===== src/rtl/fft_mix_sched.sv =====
// Read scheduler for a radix-4 FFT with four parallel banks: issues one common
// read address per cycle and delays the per-butterfly rotation to the mixer.
module fft_mix_sched #(
  parameter int ADDR_W = 4,
  parameter int STAGES = 3,
  parameter int RD_LAT = 1
) (
  input  logic              iCLK,
  input  logic              iRESET,
  input  logic              iSTART,
  input  logic              iHOLD,
  output logic [ADDR_W-1:0] oRD_ADDR,
  output logic              oRD_EN,
  output logic [1:0]        oSEL,
  output logic              oMIX_VALID,
  output logic [3:0]        oSTAGE,
  output logic              oBUSY,
  output logic              oDONE
);

  typedef enum logic [1:0] {IDLE, RUN, FLUSH, DONE} state_t;

  localparam logic [3:0] LAST_STAGE = 4'(STAGES - 1);
  localparam logic [2:0] FLUSH_LAST = 3'(RD_LAT);

  state_t            state, state_n;
  logic [ADDR_W-1:0] b, b_n;
  logic [3:0]        s, s_n;
  logic [2:0]        fcnt, fcnt_n;
  logic              rd_en;

  logic [RD_LAT:0]   en_pipe;
  logic [1:0]        r_pipe [RD_LAT];
  logic [1:0]        sel_hold;

  // Rotation is the base-4 digit sum of the butterfly index; the 2-bit
  // accumulator wraps, giving the modulo-4 result directly.
  function automatic logic [1:0] rot(input logic [ADDR_W-1:0] v);
    logic [1:0] acc;
    acc = '0;
    for (int i = 0; i < ADDR_W / 2; i++) acc = acc + v[2*i +: 2];
    return acc;
  endfunction

  // NOTE: every variable gets a default before the case so no path leaves it
  // unassigned, which would otherwise infer a latch.
  always_comb begin
    state_n = state;
    b_n     = b;
    s_n     = s;
    fcnt_n  = fcnt;
    rd_en   = 1'b0;
    case (state)
      IDLE: begin
        if (iSTART) begin
          state_n = RUN;
          b_n     = '0;
          s_n     = '0;
        end
      end
      RUN: begin
        if (!iHOLD) begin
          rd_en = 1'b1;
          b_n   = b + 1'b1;
          if (b == '1) begin
            s_n = s + 4'd1;
            if (s == LAST_STAGE) begin
              state_n = FLUSH;
              s_n     = '0;
              fcnt_n  = '0;
            end
          end
        end
      end
      FLUSH: begin
        if (fcnt == FLUSH_LAST) state_n = DONE;
        else                    fcnt_n  = fcnt + 3'd1;
      end
      DONE:    state_n = IDLE;
      default: state_n = IDLE;
    endcase
  end

  // NOTE: state is updated with non-blocking assignments so every register
  // samples the pre-edge values, independent of statement order.
  always_ff @(posedge iCLK) begin
    if (!iRESET) begin
      state <= IDLE;
      b     <= '0;
      s     <= '0;
      fcnt  <= '0;
    end else begin
      state <= state_n;
      b     <= b_n;
      s     <= s_n;
      fcnt  <= fcnt_n;
    end
  end

  // Delay lines run every cycle so reads already in flight always land.
  // NOTE: the small delay-line arrays are reset explicitly; an aborted
  // transform must not leak stale valid bits or rotations afterwards.
  always_ff @(posedge iCLK) begin
    if (!iRESET) begin
      en_pipe  <= '0;
      sel_hold <= '0;
      for (int i = 0; i < RD_LAT; i++) r_pipe[i] <= '0;
    end else begin
      for (int i = RD_LAT; i > 0; i--) en_pipe[i] <= en_pipe[i-1];
      en_pipe[0] <= rd_en;
      for (int i = RD_LAT - 1; i > 0; i--) r_pipe[i] <= r_pipe[i-1];
      r_pipe[0] <= rot(b);
      sel_hold  <= oSEL;
    end
  end

  always_comb begin
    oSEL = sel_hold;
    if (en_pipe[RD_LAT-1]) oSEL = r_pipe[RD_LAT-1];
  end

  assign oRD_EN     = rd_en;
  assign oRD_ADDR   = b;
  assign oSTAGE     = s;
  assign oMIX_VALID = en_pipe[RD_LAT];
  assign oBUSY      = (state != IDLE);
  assign oDONE      = (state == DONE);

endmodule


===== config.mk =====
export PLATFORM = sky130hd
export DESIGN_NAME = fft_mix_sched
export DESIGN_NICKNAME = d
export VERILOG_FILES = /design/src/rtl/fft_mix_sched.sv
export SDC_FILE = /design/constraint.sdc
export NUM_CORES = 1
export LEC_CHECK = 0
export CAP_MARGIN = 20
export CORE_MARGIN = 2
export CORE_UTILIZATION = 30
export DETAILED_ROUTE_END_ITERATION = 8
export PLACE_DENSITY = 0.56
export SLEW_MARGIN = 20
export SYNTH_ARGS = -nofsm -noshare
export SYNTH_HDL_FRONTEND = slang
export SYNTH_SLANG_ARGS = --single-unit

===== constraint.sdc =====
create_clock -name iCLK -period 2.6 [get_ports iCLK]
set_clock_uncertainty 0.1 [all_clocks]
set_input_delay 0.52 -clock iCLK [delete_from_list [all_inputs] [get_ports iCLK]]
set_output_delay 0.52 -clock iCLK [all_outputs]
set_load 0.05 [all_outputs]

==> summary.md, run 1 <==
| Metric | Value |
|---|---|
| Power share of the clock group | `0.158` |
| Crit path cell chain | `mux2_2, clkdlybuf4s50_1` |
| Die Wd | `between 60 and 70 µm` |
| Largest stage delay, worst path | `0.70 ns` |
| Outcome | `finished clean` |
| Worst VDD drop | `~0.00049 V` |
| Post-layout minimum cycle time | `roughly 2.3 ns` |
| WHS Endpoint | `fcnt[1]` |
| Post-synth top flop | `dfxtp_1` |
| Cells after synthesis | `117` |
| Switch Pwr | `between 0.3 and 0.4 mW` |
| Number of port buffers | `17` |
| First-pass GRT wire length | `about 3600 µm` |
| CTS HTree Levels | `1` |
| Global route total overflow | `0` |
| Syn_nets | `133` |
| Pwr Density | `713.1 mW/mm²` |
| Pleak | `between 0.5 and 0.6 nW` |
| Via-to-Cell Ratio | `4.623` |
| Comb pwr share | `0.477` |
| DR vias | `~850` |
| Effective utilization at floorplan | `0.3129` |
| Setup-failing EPs final | `0` |
| Critical R2R Launch | `state[0]` |
| Max cap viols | `0` |
| Main combinational cell family by area after synthesis | `simple AND/OR/NAND/NOR gates` |
| Routed WL per cell | `11.14 µm` |
| Postcts setup bufs | `0` |
| Root buf cell | `clkbuf_4` |
| Hold depth | `2` |
| Row count | `21` |
| CTS tree | `done` |
| Unrepaired setup endpoints after global routing | `false` |
| R2R setup slack | `between 0.5 and 0.6 ns` |
| Synth-to-layout area growth | `25.45%` |
| Core area | `between 0.003 and 0.004 mm²` |
| WP data required | `a little under 2 ns` |
| Top post-synthesis cells by count | `19 x dfxtp_1, 12 x ha_1, 10 x inv_1, 10 x nand2_1, 7 x and2_1` |
| Max-slew violations | `0` |
| R2r endpoint | `oSTAGE[1]` |
| WL final | `around 2000 µm` |
| Seq/Total Area, Yosys | `0.3615` |
| Place WS | `~0.3 ns` |
| GP Congestion | `0.8289` |
| DR DRC count | `0` |
| Worst-path clk slew | `between 0.1 and 0.15 ns` |
| Clock insertion delay at the later pin of the skew report | `approximately 0.30 ns` |
| Adder-Cell Fraction of Synth Area | `0.1427` |
| Total track usage | `0.1150` |
| Asr flop ratio synth | `0` |
| Synth top area share | `0.3615` |
| CP Launch Type | `flop` |
| Count leader, synth | `dfxtp_1` |
| Measured slew at the worst slew-check pin | `approximately 0.5 ns` |
| Count of cell types in the netlist | `29` |
| Simple-gate portion of the synthesized area | `0.2176` |
| Ant diodes | `0` |
| Final ANT Viol Nets | `0` |
| Layout cells sized above 1 | `0.06569` |
| Initial DRC count | `14` |
| Yosys reg bits | `19` |
| Final hold vios | `0` |
| Worst setup margin | `about 0.26 ns` |
| Final HPWL from detailed placement | `1543 µm` |
| Syn avg cell area | `about 9.0 µm²` |
| Worst path slowest cell | `clkdlybuf4s50_1` |
| Main area contributors after synthesis | `dfxtp_1 36%, ha_1 14%, mux2i_1 5.7%, and2_1 4.2%, inv_1 3.6%` |
| Crit path max-delay family | `buffers and inverters` |
| Nets@finish | `around 150` |
| Hold Path Class | `flop to flop` |
| Largest net degree at the start of global routing | `25` |
| Vias in the first global route | `approximately 840` |
| Hold_sp | `fcnt[1]` |
| Ys Warns | `0` |
| Synth area leader | `dfxtp_1` |
| CTS sink count | `19` |
| Crit path max fanout | `3` |
| Slew margin rel. | `0.6581` |
| Crit end category | `output pin` |
| Xor and xnor fraction of the mapped netlist area | `0.03329` |
| Sw frac | `0.4236` |
| Mux share of post-synthesis cell area | `0.08918` |
| Buf+Inv Stages, Crit Path | `1` |
| Die Y | `63.23 µm` |
| Max Freq | `between 400 and 500 MHz` |
| TNS Setup | `0 ns` |
| Die ar. | `0.003997 mm²` |
| Initial antenna violation count | `0` |
| Synth Cell Area | `between 0.001 and 0.0015 mm²` |
| Compound-Gate Fraction of Synth Area | `0.1130` |
| Worst Path Arrival | `~1.7 ns` |
| Cts bufs inserted | `3` |
| Seq pwr share | `0.366` |
| Worst R2R Path Depth | `6` |
| Crit share post-route | `0.9001` |
| EDFF count, synth | `0` |
| Critical path class | `flop to output pin` |
| Pre-antenna DRT Iters | `4` |
| I/O pin cnt | `18` |
| Internal power | `between 0.5 and 0.6 mW` |
| Clock Tree Buf Depth | `2` |
==> what timing repair did <==
action | CTS | global route
hold buffers | 0 | 0
setup endpoints to repair | 0 | 1
gates resized for setup | 0 | 1
==> power by group through the flow <==
stage	Combinational, mW	Sequential [mW]	Clock (mW)
final	0.449	0.344	0.148
after floorplan	0.306	0.376	0
after CTS	0.456	0.344	0.163
after detailed placement	0.452	0.352	0
after global placement	0.447	0.350	0
after global routing	0.497	0.350	0.179
==> final cells by class <==
| type | instances | area, µm² |
|---|---|---|
| fillers | 370 | 2043 |
| multi-input cells | 86 | 626.9 |
| flip-flops and latches | 19 | 380.4 |
| repair buffers | 18 | 190.2 |
| well taps | 46 | 57.56 |
| inverters | 10 | 37.54 |
| clock buffers | 3 | 22.52 |
| clock inverters | 1 | 5.005 |
==> layer usage <==
metal / up-vias / global-route usage / wire length (µm)
li1: 437 / - / -
met1: 391 / 0.1210 / 921
met2: 16 / 0.2074 / 1023
met3: 2 / 0.03929 / 70
met4: 0 / 0.04891 / 23
met5: - / 0 / 0
==> how the worst max path moves through the flow <==
stage / end / from / depth (start not counted) / slack, ns
after floorplan: oSTAGE[1] / oRD_ADDR[1] / 5 / 0.54
after global placement: oSTAGE[1] / iSTART / 5 / 0.36
after detailed placement: oSTAGE[1] / iSTART / 5 / 0.31
after CTS: oBUSY / state[0] / 4 / 0.009
after global routing: oSEL[0] / en_pipe[0] / 2 / 0.17
final: oSEL[1] / en_pipe[0] / 2 / 0.26
==> worst register-to-register path, stage by stage (launching register included) <==
cell	delay, ns
dfxtp_1	0.42
inv_1	0.11
ha_1	0.25
and2b_1	0.22
a211o_1	0.38
or3_1	0.38
a21boi_1	0.14
==> through the flow <==
step	total power, mW	instances	hold WS (ns)	cell area [µm²]	util
after floorplan	0.6818	117	0.3548	1052	-
after global placement	0.7973	179	0.3681	1290	0.3836
after detailed placement	0.8034	179	0.3914	1290	0.3836
after CTS	0.9629	183	0.4069	1318	0.3917
after global routing	1.026	183	0.4428	1320	0.3925
final	0.9413	183	0.3993	1320	0.3925
==> state kept, by name, indices dropped and copies added (netlist names) <==
name and cells:
oRD_ADDR 4, fcnt 3, r_pipe 2, oSTAGE 4, state 2, sel_hold 2
en_pipe 2
==> cells in the final DEF (no fill, tap or decap) <==
cell / count
a21boi_1: 3
nor3_1: 1
nand3_1: 6
o2bb2ai_1: 1
inv_1: 10
buf_4: 1
mux2i_1: 6
and2b_1: 1
nand2_1: 10
clkdlybuf4s50_1: 15
nor2b_1: 2
a211o_1: 1
dfxtp_1: 19
o21ai_0: 4
buf_12: 1
ha_1: 12
clkinv_2: 1
a41o_1: 1
a21oi_1: 3
mux2_2: 3
nand3b_1: 2
nand2b_1: 4
o21ai_1: 1
a31oi_1: 1
nor2_1: 5
a22oi_1: 1
or3_1: 3
clkbuf_4: 3
and2_1: 7
nor4_1: 1
a211oi_1: 2
nand4b_1: 1
xnor2_1: 4
dlymetal6s2s_1: 1
==> kinds of logic (layout without fill, tap and decap cells) <==
group	count (synthesis)	count (layout)
simple gates	43	43
compound gates	18	18
xor+xnor	4	4
buf+inv	12	32
mux	9	9
flops	19	19
fa+ha+maj	12	12
Power figures use the tool's default switching activity.
==> run 2, diff against run 1 <==
--- a/config.mk
+++ b/config.mk
@@ -9,6 +9,7 @@
 export CORE_MARGIN = 2
 export CORE_UTILIZATION = 30
 export DETAILED_ROUTE_END_ITERATION = 8
+export MAX_ROUTING_LAYER = met4
 export PLACE_DENSITY = 0.56
 export SLEW_MARGIN = 20
 export SYNTH_ARGS = -nofsm -noshare
==> summary.md, run 2 (synthesis results as in run 1) <==
| Metric | Value |
|---|---|
| Outcome | `finished clean` |
| GP Congestion | `0.8416 (+1.5%)` |
| Worst setup margin | `0.2598 ns (+0.0001080 ns)` |
| Worst VDD drop | `0.0004937 V (about the same)` |
| CTS tree | `done` |
| Crit share post-route | `0.9001 (about the same)` |
| Ant diodes | `0 (unchanged)` |
| R2r endpoint | `oSTAGE[1]` |
| Comb pwr share | `0.477 (about the same)` |
| Hold depth | `2 (unchanged)` |
| Place WS | `0.3070 ns (unchanged)` |
| Critical path class | `flop to output pin` |
| Sw frac | `0.4235 (about the same)` |
| Post-CTS Hold Buffers | `0 (unchanged)` |
| Number of port buffers | `17 (unchanged)` |
| Synth-to-layout area growth | `25.45% (unchanged)` |
| Die Y | `63.23 µm (unchanged)` |
| Final hold vios | `0 (unchanged)` |
| Total track usage | `0.1182 (+0.003198)` |
| DR DRC count | `0 (unchanged)` |
| Final HPWL from detailed placement | `1543 µm (unchanged)` |
| Core area | `0.003363 mm² (unchanged)` |
| WHS Endpoint | `fcnt[1]` |
| Setup-failing EPs final | `0 (unchanged)` |
| Hold Path Class | `flop to flop` |
| Worst hold slack | `0.3993 ns (-0.00002900 ns)` |
| Row count | `21 (unchanged)` |
| Pre-antenna DRT Iters | `4 (unchanged)` |
| Register area | `380.4 µm² (unchanged)` |
| Effective utilization at floorplan | `0.3129 (unchanged)` |
| CTS sink count | `19 (unchanged)` |
| Clock insertion delay at the later pin of the skew report | `0.30 ns (about the same)` |
| Max Freq | `427.3 MHz (about the same)` |
| Crit path max-delay family | `buffers and inverters` |
| R2R setup slack | `0.54 ns (about the same)` |
| Crit path max fanout | `3 (unchanged)` |
| Pwr Density | `713.1 mW/mm² (about the same)` |
| First-pass GRT wire length | `3636 µm (-0.19%)` |
| Power Total | `0.9413 mW (about the same)` |
| Clock Tree Buf Depth | `2 (unchanged)` |
| Multi-input gate area | `626.9 µm² (unchanged)` |
| Buf+Inv Stages, Crit Path | `1 (unchanged)` |
| Root buf cell | `clkbuf_4` |
| Worst Path Arrival | `1.72 ns (about the same)` |
| Measured slew at the worst slew-check pin | `0.5113 ns (unchanged)` |
| Crit end category | `output pin` |
| CP Launch Type | `flop` |
| Largest net degree at the start of global routing | `25 (unchanged)` |
| Slew margin rel. | `0.6581 (unchanged)` |
| Global route total overflow | `0 (unchanged)` |
| Worst path slowest cell | `clkdlybuf4s50_1` |
| Most common cell after layout, fill and taps aside | `dfxtp_1` |
| Pleak | `0.5552 nW (unchanged)` |
| Post-layout minimum cycle time | `2.340 ns (-0.0001080 ns)` |
| Vias in the first global route | `841 (unchanged)` |
| DR vias | `846 (unchanged)` |
| Largest stage delay, worst path | `0.70 ns (about the same)` |
| WL final | `2042 µm (+0.20%)` |
| I/O pin cnt | `18 (unchanged)` |
| Internal power | `0.5426 mW (about the same)` |
| CTS HTree Levels | `1 (unchanged)` |
| Max cap viols | `0 (unchanged)` |
| Layout cells sized above 1 | `0.06569 (unchanged)` |
| DP Area | `0.001290 mm² (unchanged)` |
| Routed WL per cell | `11.16 µm (+0.20%)` |
| Max-slew violations | `0 (unchanged)` |
| Nets@finish | `154 (unchanged)` |
| Initial antenna violation count | `0 (unchanged)` |
| Post-route design area | `0.001320 mm² (unchanged)` |
| Initial DRC count | `19 (+5)` |
| Most frequent cells in the layout | `19 x dfxtp_1, 15 x clkdlybuf4s50_1, 12 x ha_1, 10 x inv_1, 10 x nand2_1` |
| Worst-path clk slew | `0.11 ns (about the same)` |
| TNS Setup | `0 ns (unchanged)` |
| Worst R2R Path Depth | `6 (unchanged)` |
| Final ANT Viol Nets | `0 (unchanged)` |
| Via-to-Cell Ratio | `4.623 (unchanged)` |
| Cts bufs inserted | `3 (unchanged)` |
| Switch Pwr | `0.3986 mW (about the same)` |
| WP data required | `1.98 ns (about the same)` |
| Die ar. | `0.003997 mm² (unchanged)` |
| Hold_sp | `fcnt[1]` |
| Number of filler cells placed in the layout | `370 (unchanged)` |
| Die Wd | `63.23 µm (unchanged)` |
| Power share of the clock group | `0.158 (about the same)` |
| Critical R2R Launch | `state[0]` |
| Seq pwr share | `0.366 (about the same)` |
| Crit path cell chain | `mux2_2, clkdlybuf4s50_1` |
| Unrepaired setup endpoints after global routing | `false` |
-- run 2: stage by stage --
step	instances	utilization
floorplan	117	-
global placement	179	0.3836
detailed placement	179	0.3836
CTS	183	0.3917
global route	183	0.3925
finish	183	0.3925
-- run 2: worst max-delay path by stage --
| stage | cells after the start | endpoint | startpoint | slack, ns |
|---|---|---|---|---|
| final | 2 | oSEL[1] | en_pipe[0] | 0.26 |
| after global routing | 2 | oSEL[0] | en_pipe[0] | 0.17 |
| after CTS | 4 | oBUSY | state[0] | 0.009 |
| after detailed placement | 5 | oSTAGE[1] | iSTART | 0.31 |
| after global placement | 5 | oSTAGE[1] | iSTART | 0.36 |
| after floorplan | 5 | oSTAGE[1] | oRD_ADDR[1] | 0.54 |
-- run 2: final cells by class --
class | count | share of cell area
well taps | 46 | 0.04360
multi-input cells | 86 | 0.4749
inverters | 10 | 0.02844
flip-flops and latches | 19 | 0.2882
clock inverters | 1 | 0.003791
repair buffers | 18 | 0.1441
clock buffers | 3 | 0.01706
-- run 2: timing repair --
action,4_1_cts,5_1_grt
endpoints found under the setup margin,0,1
gates resized for setup,0,1
setup buffers,0,0
-- run 2: layer usage --
layer | part of all wire | global-route usage
met1 | 0.45 | 0.1210
met2 | 0.50 | 0.2074
met3 | 0.037 | 0.03929
met4 | 0.010 | 0.04891
met5 | 0 | -
-- run 2: power by group through the flow --
| stage | Sequential (mW) | Clock [mW] | Combinational (mW) |
|---|---|---|---|
| after global routing | 0.350 | 0.179 | 0.497 |
| final | 0.344 | 0.148 | 0.449 |
| after detailed placement | 0.352 | 0 | 0.452 |
| after floorplan | 0.376 | 0 | 0.306 |
| after CTS | 0.344 | 0.163 | 0.456 |
| after global placement | 0.350 | 0 | 0.447 |
-- run 2: worst min-delay path: cells and delay by family (launching register included) --
kind	cells	cell delay [ns]
flip-flops	1	0.34
multiplexers	1	0.06
AND/OR/NAND/NOR	1	0.06
==> run 3, diff against run 2 <==
--- a/config.mk
+++ b/config.mk
@@ -11,6 +11,7 @@
 export DETAILED_ROUTE_END_ITERATION = 8
 export MAX_ROUTING_LAYER = met4
 export PLACE_DENSITY = 0.56
+export RECOVER_POWER = 50
 export SLEW_MARGIN = 20
 export SYNTH_ARGS = -nofsm -noshare
 export SYNTH_HDL_FRONTEND = slang
==> summary.md, run 3 (synthesis results as in run 1) <==
| Metric | Value |
|---|---|
| Core area | `0.003363 mm² (unchanged)` |
| Effective utilization at floorplan | `0.3129 (unchanged)` |
| Register area | `380.4 µm² (unchanged)` |
| GP Congestion | `0.8416 (unchanged)` |
| Die Wd | `63.23 µm (unchanged)` |
| Post-layout minimum cycle time | `2.340 ns (-0.0001690 ns)` |
| Worst-path clk slew | `0.11 ns (about the same)` |
| R2R setup slack | `0.55 ns (about the same)` |
| Power Total | `0.9399 mW (-0.14%)` |
| Clock insertion delay at the later pin of the skew report | `0.30 ns (about the same)` |
| Via-to-Cell Ratio | `4.596 (-0.59%)` |
| Final ANT Viol Nets | `0 (unchanged)` |
| Crit path max-delay family | `buffers and inverters` |
| Post-route design area | `0.001316 mm² (-0.28%)` |
| Unrepaired setup endpoints after global routing | `false` |
| Initial DRC count | `20 (+1)` |
| Synth-to-layout area growth | `25.09%` |
| Die ar. | `0.003997 mm² (unchanged)` |
| Crit end category | `output pin` |
| Number of port buffers | `17 (unchanged)` |
| Cts bufs inserted | `3 (unchanged)` |
| Post-CTS Hold Buffers | `0 (unchanged)` |
| WL final | `2028 µm (-0.69%)` |
| Worst R2R Path Depth | `6 (unchanged)` |
| DR vias | `841 (-0.59%)` |
| Worst Path Arrival | `1.72 ns (about the same)` |
| Row count | `21 (unchanged)` |
| Slew margin rel. | `0.4151 (-0.2429)` |
| Critical path class | `flop to output pin` |
| WP data required | `1.98 ns (about the same)` |
| Pwr Density | `714.1 mW/mm² (+0.14%)` |
| Outcome | `finished clean` |
| Total track usage | `0.1182 (unchanged)` |
| DP Area | `0.001290 mm² (unchanged)` |
| Max-slew violations | `0 (unchanged)` |
| Hold Path Class | `flop to flop` |
| Crit path max fanout | `3 (unchanged)` |
| Final HPWL from detailed placement | `1543 µm (unchanged)` |
| First-pass GRT wire length | `3636 µm (unchanged)` |
| R2r endpoint | `oSTAGE[1]` |
| Worst VDD drop | `0.0004942 V (about the same)` |
| Max cap viols | `0 (unchanged)` |
| Setup-failing EPs final | `0 (unchanged)` |
| Final hold vios | `0 (unchanged)` |
| Pre-antenna DRT Iters | `4 (unchanged)` |
| Hold depth | `2 (unchanged)` |
| Ant diodes | `0 (unchanged)` |
| Most common cell after layout, fill and taps aside | `dfxtp_1` |
| Worst path slowest cell | `clkdlybuf4s50_1` |
| CTS sink count | `19 (unchanged)` |
| Global route total overflow | `0 (unchanged)` |
| Crit path cell chain | `mux2_2, clkdlybuf4s50_1` |
| TNS Setup | `0 ns (unchanged)` |
| Nets@finish | `154 (unchanged)` |
| Buf+Inv Stages, Crit Path | `1 (unchanged)` |
| Layout cells sized above 1 | `0.05839 (-0.007299)` |
| Max Freq | `427.3 MHz (about the same)` |
| Multi-input gate area | `626.9 µm² (unchanged)` |
| Routed WL per cell | `11.08 µm (-0.69%)` |
| DR DRC count | `0 (unchanged)` |
| Die Y | `63.23 µm (unchanged)` |
| Largest stage delay, worst path | `0.70 ns (about the same)` |
| Clock Tree Buf Depth | `2 (unchanged)` |
| WHS Endpoint | `fcnt[1]` |
| Pleak | `0.5543 nW (-0.17%)` |
| Number of filler cells placed in the layout | `372 (+0.54%)` |
| CTS tree | `done` |
| Crit share post-route | `0.9000 (about the same)` |
| Initial antenna violation count | `0 (unchanged)` |
| Most frequent cells in the layout | `19 x dfxtp_1, 13 x clkdlybuf4s50_1, 12 x ha_1, 10 x inv_1, 10 x nand2_1` |
| Vias in the first global route | `841 (unchanged)` |
| CP Launch Type | `flop` |
| Measured slew at the worst slew-check pin | `0.8773 ns (+0.3660 ns)` |
| Hold_sp | `fcnt[1]` |
| Root buf cell | `clkbuf_4` |
| Critical R2R Launch | `state[0]` |
| I/O pin cnt | `18 (unchanged)` |
| CTS HTree Levels | `1 (unchanged)` |
| Largest net degree at the start of global routing | `25 (unchanged)` |
==> run 3: changes by cell type in the layout (fill, tap and decap cells not counted) <==
cell / delta
and2_0: +1
dlygate4sd3_1: +2
clkbuf_1: +1
buf_4: -1
and2_1: -1
clkdlybuf4s50_1: -2
==> run 3: worst min-delay path: cells and delay by family (launching register included) <==
kind             cells  cell delay (ns)
flip-flops           1             0.34
AND/OR/NAND/NOR      1             0.06
multiplexers         1             0.06
==> run 3: area by class of cell <==
class / instances / area share
Multi-Input combinational cell: 86 / 0.4762
Sequential cell: 19 / 0.2890
Timing Repair Buffer: 18 / 0.1416
Tap cell: 46 / 0.04373
Inverter: 10 / 0.02852
Clock buffer: 3 / 0.01711
Clock inverter: 1 / 0.003802
==> run 3: per-stage QoR <==
stage	util	setup slack, ns	hold slack (ns)	cells
global route	0.3914	0.1652	0.4428	183
global placement	0.3836	0.3578	0.3681	179
detailed placement	0.3836	0.3070	0.3914	179
finish	0.3914	0.2600	0.3991	183
floorplan	-	0.5358	0.3548	117
CTS	0.3917	0.008835	0.4069	183
==> run 3: how the worst max path moves through the flow <==
stage | from | to | slack, ns | depth (start not counted)
global placement | iSTART | oSTAGE[1] | 0.36 | 5
finish | en_pipe[0] | oSEL[1] | 0.26 | 2
detailed placement | iSTART | oSTAGE[1] | 0.31 | 5
CTS | state[0] | oBUSY | 0.009 | 4
global route | en_pipe[0] | oSEL[0] | 0.17 | 2
floorplan | oRD_ADDR[1] | oSTAGE[1] | 0.54 | 5
==> run 3: metal layers <==
| metal | vias up | global-route usage | wire, µm |
|---|---|---|---|
| met2 | 16 | 0.2074 | 1014 |
| met4 | 0 | 0.04891 | 23 |
| met3 | 2 | 0.03929 | 71 |
| met1 | 386 | 0.1210 | 918 |
| li1 | 437 | - | - |
| met5 | - | - | 0 |
==> run 3: power breakdown <==
group	internal, mW	switching (mW)
Sequential	0.316	0.0279
Clock	0.0573	0.0910
Combinational	0.168	0.280
==> run 3: what timing repair did <==
item	in CTS	in global routing
endpoints found under the setup margin	0	1
gates resized for setup	0	1
setup buffers	0	0
